$ cat config.mk
export PLATFORM = sky130hd
export DESIGN_NAME = bus_frame_receiver_flat
export DESIGN_NICKNAME = d
export VERILOG_FILES = /design/src/rtl/bus_pkg.sv /design/src/rtl/bus_frame_receiver_if.sv /design/src/rtl/crc4_serial.sv /design/src/rtl/bus_frame_receiver.sv /design/src/flat_wrapper.sv
export SDC_FILE = /design/constraint.sdc
export NUM_CORES = 1
export LEC_CHECK = 0
export CAP_MARGIN = 0
export CELL_PAD_IN_SITES_DETAIL_PLACEMENT = 1
export CELL_PAD_IN_SITES_GLOBAL_PLACEMENT = 1
export CORE_MARGIN = 2
export CORE_UTILIZATION = 46
export DETAILED_ROUTE_END_ITERATION = 6
export PLACE_DENSITY = 0.76
export SKIP_CTS_REPAIR_TIMING = 1
export SYNTH_ARGS = -nofsm -noshare
export SYNTH_HDL_FRONTEND = slang
export SYNTH_HIERARCHICAL = 1
export SYNTH_SLANG_ARGS = --single-unit
$ cat constraint.sdc
create_clock -name clock -period 2.1 [get_ports clock]
set_clock_uncertainty 0.15 [all_clocks]
set_input_delay 0.42 -clock clock [delete_from_list [all_inputs] [get_ports clock]]
set_output_delay 0.42 -clock clock [all_outputs]
set_load 0.01 [all_outputs]
$ cat src/rtl/bus_pkg.sv
// Shared definitions for the serial frame bus.
// Used by both the bus transmitter and the receiver nodes.
package bus_pkg;

    localparam int ADDR_W     = 4;
    localparam int DATA_W     = 64;
    localparam int CRC_W      = 4;
    localparam int FRAME_BITS = 74;
    localparam int SHIFT_W    = ADDR_W + DATA_W;
    localparam int CNT_W      = 7;

    localparam logic [CRC_W-1:0] CRC_POLY = 4'h3;

    typedef enum logic [2:0] {
        ST_IDLE,
        ST_ADDR,
        ST_DATA,
        ST_CRC,
        ST_STOP
    } bus_state_e;

    // Counter value at which a field's final bit is sampled.
    function automatic logic [CNT_W-1:0] field_last(
        input bus_state_e s
    );
        case (s)
            ST_ADDR: field_last = CNT_W'(ADDR_W - 1);
            ST_DATA: field_last = CNT_W'(DATA_W - 1);
            ST_CRC:  field_last = CNT_W'(CRC_W - 1);
            default: field_last = '0;
        endcase
    endfunction

endpackage

$ cat src/rtl/bus_frame_receiver_if.sv
// Receiver-side bus and output-buffer handshake.
// master drives the serial bus and consumes frames.
interface bus_frame_receiver_if;
    import bus_pkg::*;

    logic              bus_in;
    logic              rx_ready;
    logic              rx_valid;
    logic [ADDR_W-1:0] rx_addr;
    logic [DATA_W-1:0] rx_data;
    logic              crc_err;
    logic              frame_err;
    logic              overflow;
    logic              busy;

    modport master (
        output bus_in,
        output rx_ready,
        input  rx_valid,
        input  rx_addr,
        input  rx_data,
        input  crc_err,
        input  frame_err,
        input  overflow,
        input  busy
    );

    modport slave (
        input  bus_in,
        input  rx_ready,
        output rx_valid,
        output rx_addr,
        output rx_data,
        output crc_err,
        output frame_err,
        output overflow,
        output busy
    );

endinterface

$ cat src/rtl/crc4_serial.sv
// Bit-serial CRC-4 (x^4+x+1), MSB first, init 0.
// clear has priority over enable.
module crc4_serial
    import bus_pkg::*;
(
    input  logic             clock,
    input  logic             reset_n,
    input  logic             clear,
    input  logic             enable,
    input  logic             bit_in,
    output logic [CRC_W-1:0] crc
);

    logic fb;

    assign fb = crc[CRC_W-1] ^ bit_in;

    always_ff @(posedge clock or negedge reset_n) begin
        if (!reset_n) begin
            crc <= '0;
        end else if (clear) begin
            crc <= '0;
        end else if (enable) begin
            crc <= {crc[CRC_W-2:0], 1'b0} ^ (fb ? CRC_POLY : '0);
        end
    end

endmodule

$ cat src/rtl/bus_frame_receiver.sv
// Serial frame receiver: deserialise, CRC-check, filter by
// address and hold one accepted frame in a valid/ready buffer.
module bus_frame_receiver
    import bus_pkg::*;
#(
    parameter logic [ADDR_W-1:0] NODE_ADDR = 4'd1
) (
    input  logic                 clock,
    input  logic                 reset_n,
    bus_frame_receiver_if.slave  bus
);

    bus_state_e state, state_nx;

    logic [CNT_W-1:0]   cnt, cnt_nx;
    logic [SHIFT_W-1:0] sr;
    logic [CRC_W-1:0]   rx_crc;
    logic [CRC_W-1:0]   crc;

    logic last;
    logic shift_en;
    logic crc_en;
    logic crc_clr;
    logic crc_shift;
    logic stop_cyc;

    logic addr_hit;
    logic crc_ok;
    logic pop;

    logic pend_commit;
    logic pend_crc_err;
    logic pend_frame_err;

    crc4_serial u_crc (
        .clock   (clock),
        .reset_n (reset_n),
        .clear   (crc_clr),
        .enable  (crc_en),
        .bit_in  (bus.bus_in),
        .crc     (crc)
    );

    always_ff @(posedge clock or negedge reset_n) begin
        if (!reset_n) begin
            state <= ST_IDLE;
            cnt   <= '0;
        end else begin
            state <= state_nx;
            cnt   <= cnt_nx;
        end
    end

    always_comb begin
        state_nx  = state;
        cnt_nx    = cnt;
        shift_en  = 1'b0;
        crc_en    = 1'b0;
        crc_clr   = 1'b0;
        crc_shift = 1'b0;
        stop_cyc  = 1'b0;
        last      = (cnt == field_last(state));
        case (state)
            ST_IDLE: begin
                crc_clr = 1'b1;
                if (bus.bus_in) begin
                    state_nx = ST_ADDR;
                end
            end
            ST_ADDR: begin
                shift_en = 1'b1;
                crc_en   = 1'b1;
                cnt_nx   = cnt + 1'b1;
                if (last) begin
                    cnt_nx   = '0;
                    state_nx = ST_DATA;
                end
            end
            ST_DATA: begin
                shift_en = 1'b1;
                crc_en   = 1'b1;
                cnt_nx   = cnt + 1'b1;
                if (last) begin
                    cnt_nx   = '0;
                    state_nx = ST_CRC;
                end
            end
            ST_CRC: begin
                crc_shift = 1'b1;
                cnt_nx    = cnt + 1'b1;
                if (last) begin
                    cnt_nx   = '0;
                    state_nx = ST_STOP;
                end
            end
            ST_STOP: begin
                // A 1 here is a framing error, never a new start bit.
                stop_cyc = 1'b1;
                state_nx = ST_IDLE;
            end
            default: begin
                cnt_nx   = '0;
                state_nx = ST_IDLE;
            end
        endcase
    end

    assign addr_hit = (sr[SHIFT_W-1 -: ADDR_W] == NODE_ADDR);
    assign crc_ok   = (rx_crc == crc);
    assign pop      = bus.rx_valid && bus.rx_ready;
    assign bus.busy = (state != ST_IDLE);

    always_ff @(posedge clock or negedge reset_n) begin
        if (!reset_n) begin
            sr             <= '0;
            rx_crc         <= '0;
            pend_commit    <= 1'b0;
            pend_crc_err   <= 1'b0;
            pend_frame_err <= 1'b0;
        end else begin
            if (shift_en) begin
                sr <= {sr[SHIFT_W-2:0], bus.bus_in};
            end
            if (crc_shift) begin
                rx_crc <= {rx_crc[CRC_W-2:0], bus.bus_in};
            end
            pend_frame_err <= stop_cyc && bus.bus_in;
            pend_commit    <= stop_cyc && !bus.bus_in
                              && addr_hit && crc_ok;
            pend_crc_err   <= stop_cyc && !bus.bus_in
                              && addr_hit && !crc_ok;
        end
    end

    // sr is untouched in the IDLE cycle after STOP, so it is
    // still the finished frame when the pending commit lands.
    always_ff @(posedge clock or negedge reset_n) begin
        if (!reset_n) begin
            bus.rx_valid  <= 1'b0;
            bus.rx_addr   <= '0;
            bus.rx_data   <= '0;
            bus.crc_err   <= 1'b0;
            bus.frame_err <= 1'b0;
            bus.overflow  <= 1'b0;
        end else begin
            bus.crc_err   <= pend_crc_err;
            bus.frame_err <= pend_frame_err;
            bus.overflow  <= pend_commit && bus.rx_valid && !pop;
            if (pend_commit && (!bus.rx_valid || pop)) begin
                bus.rx_valid <= 1'b1;
                bus.rx_addr  <= sr[SHIFT_W-1 -: ADDR_W];
                bus.rx_data  <= sr[DATA_W-1:0];
            end else if (pop) begin
                bus.rx_valid <= 1'b0;
            end
        end
    end

endmodule

$ cat src/flat_wrapper.sv
// flat-port wrapper written by rule: the top's interface ports become plain ports
module bus_frame_receiver_flat import bus_pkg::*;
#(
    parameter logic [ADDR_W-1:0] NODE_ADDR = 4'd1
)
  (clock, reset_n, bus_bus_in, bus_rx_ready, bus_rx_valid, bus_rx_addr, bus_rx_data, bus_crc_err, bus_frame_err, bus_overflow, bus_busy);
  bus_frame_receiver_if bus_i ();
  input  logic clock;
  input  logic reset_n;
  input wire logic [$bits(bus_i.bus_in)-1:0] bus_bus_in;
  input wire logic [$bits(bus_i.rx_ready)-1:0] bus_rx_ready;
  output wire logic [$bits(bus_i.rx_valid)-1:0] bus_rx_valid;
  output wire logic [$bits(bus_i.rx_addr)-1:0] bus_rx_addr;
  output wire logic [$bits(bus_i.rx_data)-1:0] bus_rx_data;
  output wire logic [$bits(bus_i.crc_err)-1:0] bus_crc_err;
  output wire logic [$bits(bus_i.frame_err)-1:0] bus_frame_err;
  output wire logic [$bits(bus_i.overflow)-1:0] bus_overflow;
  output wire logic [$bits(bus_i.busy)-1:0] bus_busy;
  assign bus_i.bus_in = bus_bus_in;
  assign bus_i.rx_ready = bus_rx_ready;
  assign bus_rx_valid = bus_i.rx_valid;
  assign bus_rx_addr = bus_i.rx_addr;
  assign bus_rx_data = bus_i.rx_data;
  assign bus_crc_err = bus_i.crc_err;
  assign bus_frame_err = bus_i.frame_err;
  assign bus_overflow = bus_i.overflow;
  assign bus_busy = bus_i.busy;
  bus_frame_receiver #(.NODE_ADDR(NODE_ADDR)) u_core (.clock(clock), .reset_n(reset_n), .bus(bus_i));
endmodule
Yosys cells after proc, flatten, opt, wreduce, memory -nomap -nowiden
Index checks and enable logic that the tools add are counted.
{"block": "totals", "ff_bits": 161, "inputBits": 4, "out_inout_bits": 73}
{"block": "op_classes", "add_sub_neg": 1, "eq_ne": 11, "mux": 17, "bitwise": 2, "reduce_logical": 23}
{"op": "case mux 7 bit (2 select lines)", "count": 1}
{"op": "2-to-1 mux 3 bit", "count": 4}
{"op": "case mux 3 bit (4 select lines)", "count": 1}
{"op": "case mux 6 bit (2 select lines)", "count": 1}
{"op": "logical AND 1 bit", "count": 9}
{"op": "2-to-1 mux 4 bit", "count": 2}
{"op": "adder 7 x 1 -> 7 bit, second input constant", "count": 1}
{"op": "== test 7 x 6 -> 1 bit", "count": 1}
{"op": "2-to-1 mux 7 bit", "count": 1}
{"op": "== test 3 x 2 -> 1 bit, second input constant", "count": 2}
{"op": "2-to-1 mux 1 bit", "count": 6}
{"op": "!= test 2 x 1 -> 1 bit, second input constant", "count": 3}
{"op": "OR reduction 2 bit", "count": 3}
{"op": "== test 4 x 1 -> 1 bit, second input constant", "count": 1}
{"op": "== test 4 bit", "count": 1}
{"op": "zero test 1 bit", "count": 4}
{"op": "AND reduction 4 bit", "count": 1}
{"op": "nonzero test 2 bit", "count": 2}
{"op": "bitwise XOR 4 x 2 -> 4 bit", "count": 1}
{"op": "== test 3 x 1 -> 1 bit, second input constant", "count": 1}
{"op": "== test 3 bit, second input constant", "count": 1}
{"op": "zero test 3 bit", "count": 1}
{"op": "nonzero test 3 bit", "count": 1}
{"op": "OR reduction 3 bit", "count": 1}
{"op": "other kinds (4)", "count": 4}

Depth between registers and ports, before layout
{"block": "logic_depth", "word_depth": 6, "mapped_depth": 8, "ltp_nobuf": 6}

By module
The synthesis kept the hierarchy.
{"module": "bus_frame_receiver", "instances": 1, "cells_each": 376, "area_per_inst_um2": 6010.8, "seq_area_each_um2": 3928.8}
{"module": "crc4_serial", "instances": 1, "cells_each": 17, "area_per_inst_um2": 188.9, "seq_area_each_um2": 100.1}

Worst setup path before layout
Ideal clock, no wire load.
{"block": "synth_path", "kind": "reg2reg", "startpoint": "reg u_core.cnt[3]", "endpoint": "reg u_core.cnt[4]", "setup_time_ns": 0.126, "arrival_ns": 1.663, "required_time_ns": 1.824, "setup_slack_ns": 0.161, "path_stages_with_launch": 5, "path_buffers": 0, "synth_period_minus_slack_ns": 1.939, "path_cell_list": "dfrtp_1 > or4_4 > o31ai_4 > nor2_2 > a221o_1"}
{"block": "synth_between", "elab_chain_cells": 3, "word_cells_on_any_way": 4, "classes_between": "add/sub (1); eq/ne (1); mux (2)"}
{"element": "start, declared", "line_no": "bus_frame_receiver.sv:15", "source": "logic [CNT_W-1:0] cnt, cnt_nx;"}
{"element": "start signal, assigned", "line_no": "bus_frame_receiver.sv:50", "source": "cnt <= cnt_nx;"}
{"element": "adder 7 x 1 -> 7 bit / == test 7 x 6 -> 1 bit (equally long branches)"}
{"element": "2-to-1 mux 7 bit *", "line_no": "bus_frame_receiver.sv:74, bus_frame_receiver.sv:83, bus_frame_receiver.sv:91"}
{"element": "case mux 7 bit (2 select lines) *", "line_no": "bus_frame_receiver.sv:63", "source": "case (state)"}
Mark *: on every way between the ends. The rest lies on a longest branch, timed or not.
A chain may end at the register's enable or synchronous reset.

Worst setup path after layout
{"block": "layout_path", "startpoint": "reg u_core.cnt[3]", "endpoint": "reg u_core.cnt[3]"}
Same word-level chain as after synthesis.

==> results.rst <==
.. list-table::
   :header-rows: 1

   * - Metric
     - Value
   * - Routed wire per std cell
     - 17.5 um
   * - Placed Instance Area
     - 7360 um2
   * - Final-layout worst hold slack
     - 0.199 ns
   * - FF+latch area
     - 4030 um2
   * - Antenna Diode Count
     - 0
   * - CTS max path bufs
     - 2
   * - Startpoint of the lowest-slack register-to-register path
     - u_core/cnt[3]
   * - Critical path buffers and inverters
     - 1
   * - Critical path data required time
     - 2.25 ns
   * - Maximum vdd drop
     - 0.439 mV
   * - Class of the most critical hold timing path
     - flip-flop to flip-flop
   * - First-pass DRT Iterations
     - 4
   * - Top-level I/O count
     - 77
   * - Remaining design rule violation count
     - 0
   * - Share of async-settable or async-resettable flops after synthesis
     - 100%
   * - Total CTS buffers
     - 17
   * - Most used flip-flop cell after synthesis
     - sky130_fd_sc_hd__dfrtp_1
   * - Via count normalized by instance count
     - 5.15
   * - Buffer cell driving the clock tree root
     - sky130_fd_sc_hd__clkbuf_16
   * - Distinct cell type count after synthesis
     - 39
   * - XOR/XNOR share of the synthesized area
     - 0.989%
   * - Dominant combinational cell family by area after synthesis
     - multiplexers
   * - RePlAce Congestion
     - 0.794
   * - Area of the die
     - 14,400 um2
   * - Switch share
     - 20.7%
   * - First-pass GRT wire length
     - 20,400 um
   * - Overflow after GRT
     - 0
   * - Crit path largest cell delay
     - 0.56 ns
   * - Synthesized net count
     - 398
   * - Setup slack on the worst flop-to-flop path
     - 0.14 ns
   * - Clock tree from TritonCTS
     - yes
   * - Core region area
     - 13,200 um2
   * - X dimension of the die
     - 120 um
   * - Post-synthesis share of cell area spent on full adders, half adders and majority gates
     - 0.202%
   * - Count of flip-flops with a built-in enable after synthesis
     - 0
   * - Hold violation total from the final report
     - 0
   * - Mux cell area share after synthesis
     - 25.8%
   * - Data arrival time at the worst-slack endpoint
     - 2.12 ns
   * - Final non-filler cell area
     - 8030 um2
   * - Worst Max-Slew Pin Slew
     - 0.537 ns
   * - Clk network pwr share
     - 48.9%
   * - Combinational fraction of design power
     - 3.8%
   * - Flip-flop and latch count after synthesis
     - 161
   * - Via total after detailed routing
     - 3,502
   * - Compound-gate portion of the synthesized area
     - 3.01%
   * - DIE HEIGHT
     - 120 um
   * - Post-synthesis instance total
     - 393
   * - Violation count after the first detailed-route iteration
     - 108
   * - CTS H-Tree Depth
     - 4
   * - Critical setup path kind
     - flip-flop to flip-flop
   * - Overall Global Routing Usage
     - 18.4%
   * - Leading cell types in the layout, fill and taps excluded
     - sky130_fd_sc_hd__dfrtp_1, sky130_fd_sc_hd__mux2_2, sky130_fd_sc_hd__clkdlybuf4s50_1
   * - Count of warnings emitted by yosys
     - 6
   * - Max-cap viol count
     - 0
   * - Area occupied by multi-input gates
     - 2090 um2
   * - Mapped cell area
     - 6200 um2
   * - Worst slew margin
     - 64.2%
   * - Antenna violations before repair
     - 0
   * - Sequential group share of total power
     - 47.3%
   * - Leakage component of the power
     - 3.76 nW
   * - Register area share after synthesis
     - 65.0%
   * - Total internal power
     - 5.50 mW
   * - Mean Syn Cell Area
     - 15.8 um2
   * - Pin count of the biggest net entering global routing
     - 58
   * - Total clock sinks
     - 161
   * - Setup repair after global routing missed its margin
     - false
   * - Synthesized-area fraction occupied by and/or/nand/nor cells
     - 3.53%
   * - Family of cells with the greatest summed delay on the critical path
     - simple AND/OR/NAND/NOR gates
   * - Vias in the first global route
     - 3,914
   * - Max-slew violation count
     - 0
   * - Category of the worst setup path capture point
     - flip-flop
   * - Critical-path top delay cell
     - sky130_fd_sc_hd__or4_4
   * - Count of port buffers added during placement
     - 76
   * - Sequence of cells on the critical path
     - or4_4 > o31ai_4 > buf_4 > a211oi_1 > a21o_2
   * - Peak Freq
     - 509 MHz
   * - CP startpoint kind
     - flip-flop
   * - Number of antenna-violating nets in the routed design
     - 0
   * - Power density relative to cell area
     - 863 nW/um2
   * - Fin crit period
     - 1.96 ns
   * - Status
     - finished, final reports clean
   * - Count of filler cells inserted in the layout
     - 1,192
   * - Setup violation total in the final timing report
     - 0
   * - HPWL after detailed placement
     - 7810 um
   * - Launch point of the worst hold path
     - u_core/pend_frame_err
   * - Clock transition at the register clock pins on the worst setup and hold paths after CTS
     - 0.06 ns
   * - Tcrit/Tclk final
     - 93.5%
   * - Growth of design area from synthesis to finish
     - 29.6%
   * - Switching power
     - 1.43 mW
   * - Final net count
     - 496
   * - Share of layout cells above drive strength 1
     - 41.3%
   * - Maximum fanout count along the critical path
     - 5
   * - Total length of routed wires
     - 11,900 um
   * - Most frequent standard cell in the layout excluding fill and tap cells
     - sky130_fd_sc_hd__dfrtp_1
   * - Standard-cell row count
     - 42
   * - Starting density of the core
     - 47.0%
   * - Worst-skew pair later-pin latency
     - 0.41 ns
   * - Worst setup startpoint
     - u_core/cnt[3]
flip-flops by register name, indices dropped and copies added, names as in the netlist:
name and flops:
u_core/sr 68, u_core/bus.rx_data 64, u_core/cnt 7, u_core/bus.rx_addr 4
u_core/rx_crc 4, u_core/u_crc/crc 4, u_core/state 3, u_core/bus.crc_err 1
u_core/bus.frame_err 1, u_core/bus.overflow 1, u_core/bus.rx_valid 1, u_core/pend_commit 1
u_core/pend_crc_err 1, u_core/pend_frame_err 1
Yosys cell counts, types with 3 or more instances:
master	n	area share, %
sky130_fd_sc_hd__inv_1	5	0.30
sky130_fd_sc_hd__dfrtp_1	161	65
sky130_fd_sc_hd__buf_1	5	0.30
sky130_fd_sc_hd__nor2_1	11	0.67
sky130_fd_sc_hd__nand2_1	7	0.42
sky130_fd_sc_hd__mux2_2	140	25
sky130_fd_sc_hd__buf_2	10	0.81
sky130_fd_sc_hd__o21ai_0	4	0.32
sky130_fd_sc_hd__nand3_1	4	0.32
sky130_fd_sc_hd__a211oi_1	3	0.36
sky130_fd_sc_hd__xnor2_1	7	0.99
path summary, 6_finish.rpt:
check,end,cells after the start
setup reg to reg,u_core/cnt[3],5
setup / recovery,u_core/cnt[3],5
hold reg to reg,u_core/bus.frame_err,0
max in group asynchronous,u_core/sr[59],3
hold / removal,u_core/bus.frame_err,0
min in group asynchronous,u_core/bus.rx_data[19],2
through the flow:
step	total power, mW	setup slack, ns	instances	util, %	TNS, ns
2_1_floorplan	3.46	0.161	393	-	0
3_3_place_gp	3.58	-0.195	647	55.8	-0.386
3_5_place_dp	3.60	-0.175	647	55.8	-0.350
4_1_cts	7.02	-0.169	679	60.8	-0.169
5_1_grt	7.18	0.0821	680	60.9	0
6_report	6.93	0.136	680	60.9	0
worst reg2reg max path, stage by stage (launching register included):
cell                       delay (ns)
sky130_fd_sc_hd__dfrtp_1         0.38
sky130_fd_sc_hd__or4_4           0.56
sky130_fd_sc_hd__o31ai_4         0.31
sky130_fd_sc_hd__buf_4           0.20
sky130_fd_sc_hd__a211oi_1        0.05
sky130_fd_sc_hd__a21o_2          0.20
final cells by class:
type,count,area share [%]
clock buffer,19,5.64
timing repair buffer,95,12.6
sequential,161,50.2
clock inverter,13,2.55
tap,176,2.74
inverter,5,0.234
multi-input combinational,211,26.1
power by group through the flow:
stage	clock (mW)	sequential, mW	combinational (mW)
2_1_floorplan	0	3.30	0.153
3_3_place_gp	0	3.33	0.249
3_5_place_dp	0	3.33	0.270
4_1_cts	3.47	3.28	0.272
5_1_grt	3.59	3.29	0.300
6_report	3.39	3.28	0.263
per-layer routing:
| layer | up-vias | global-route usage, % | part of all wire (%) |
|---|---|---|---|
| li1 | 1597 | - | - |
| met2 | 63 | 30.3 | 53 |
| met1 | 1831 | 23.3 | 43 |
| met5 | - | 0 | 0 |
| met4 | 0 | 7.87 | 1.1 |
| met3 | 11 | 4.18 | 3.1 |
kinds of logic (layout without fill, tap and decap cells):
family                   count (synthesis)  count (layout)
multiplexers                           142             142
flip-flops                             161             161
buffers and inverters                   21             132
AO/OA/AOI/OAI                           20              20
adder cells (fa/ha/maj)                  1               1
AND/OR/NAND/NOR                         41              41
XOR/XNOR                                 7               7
No activity file was read; power rests on OpenSTA's default activity.
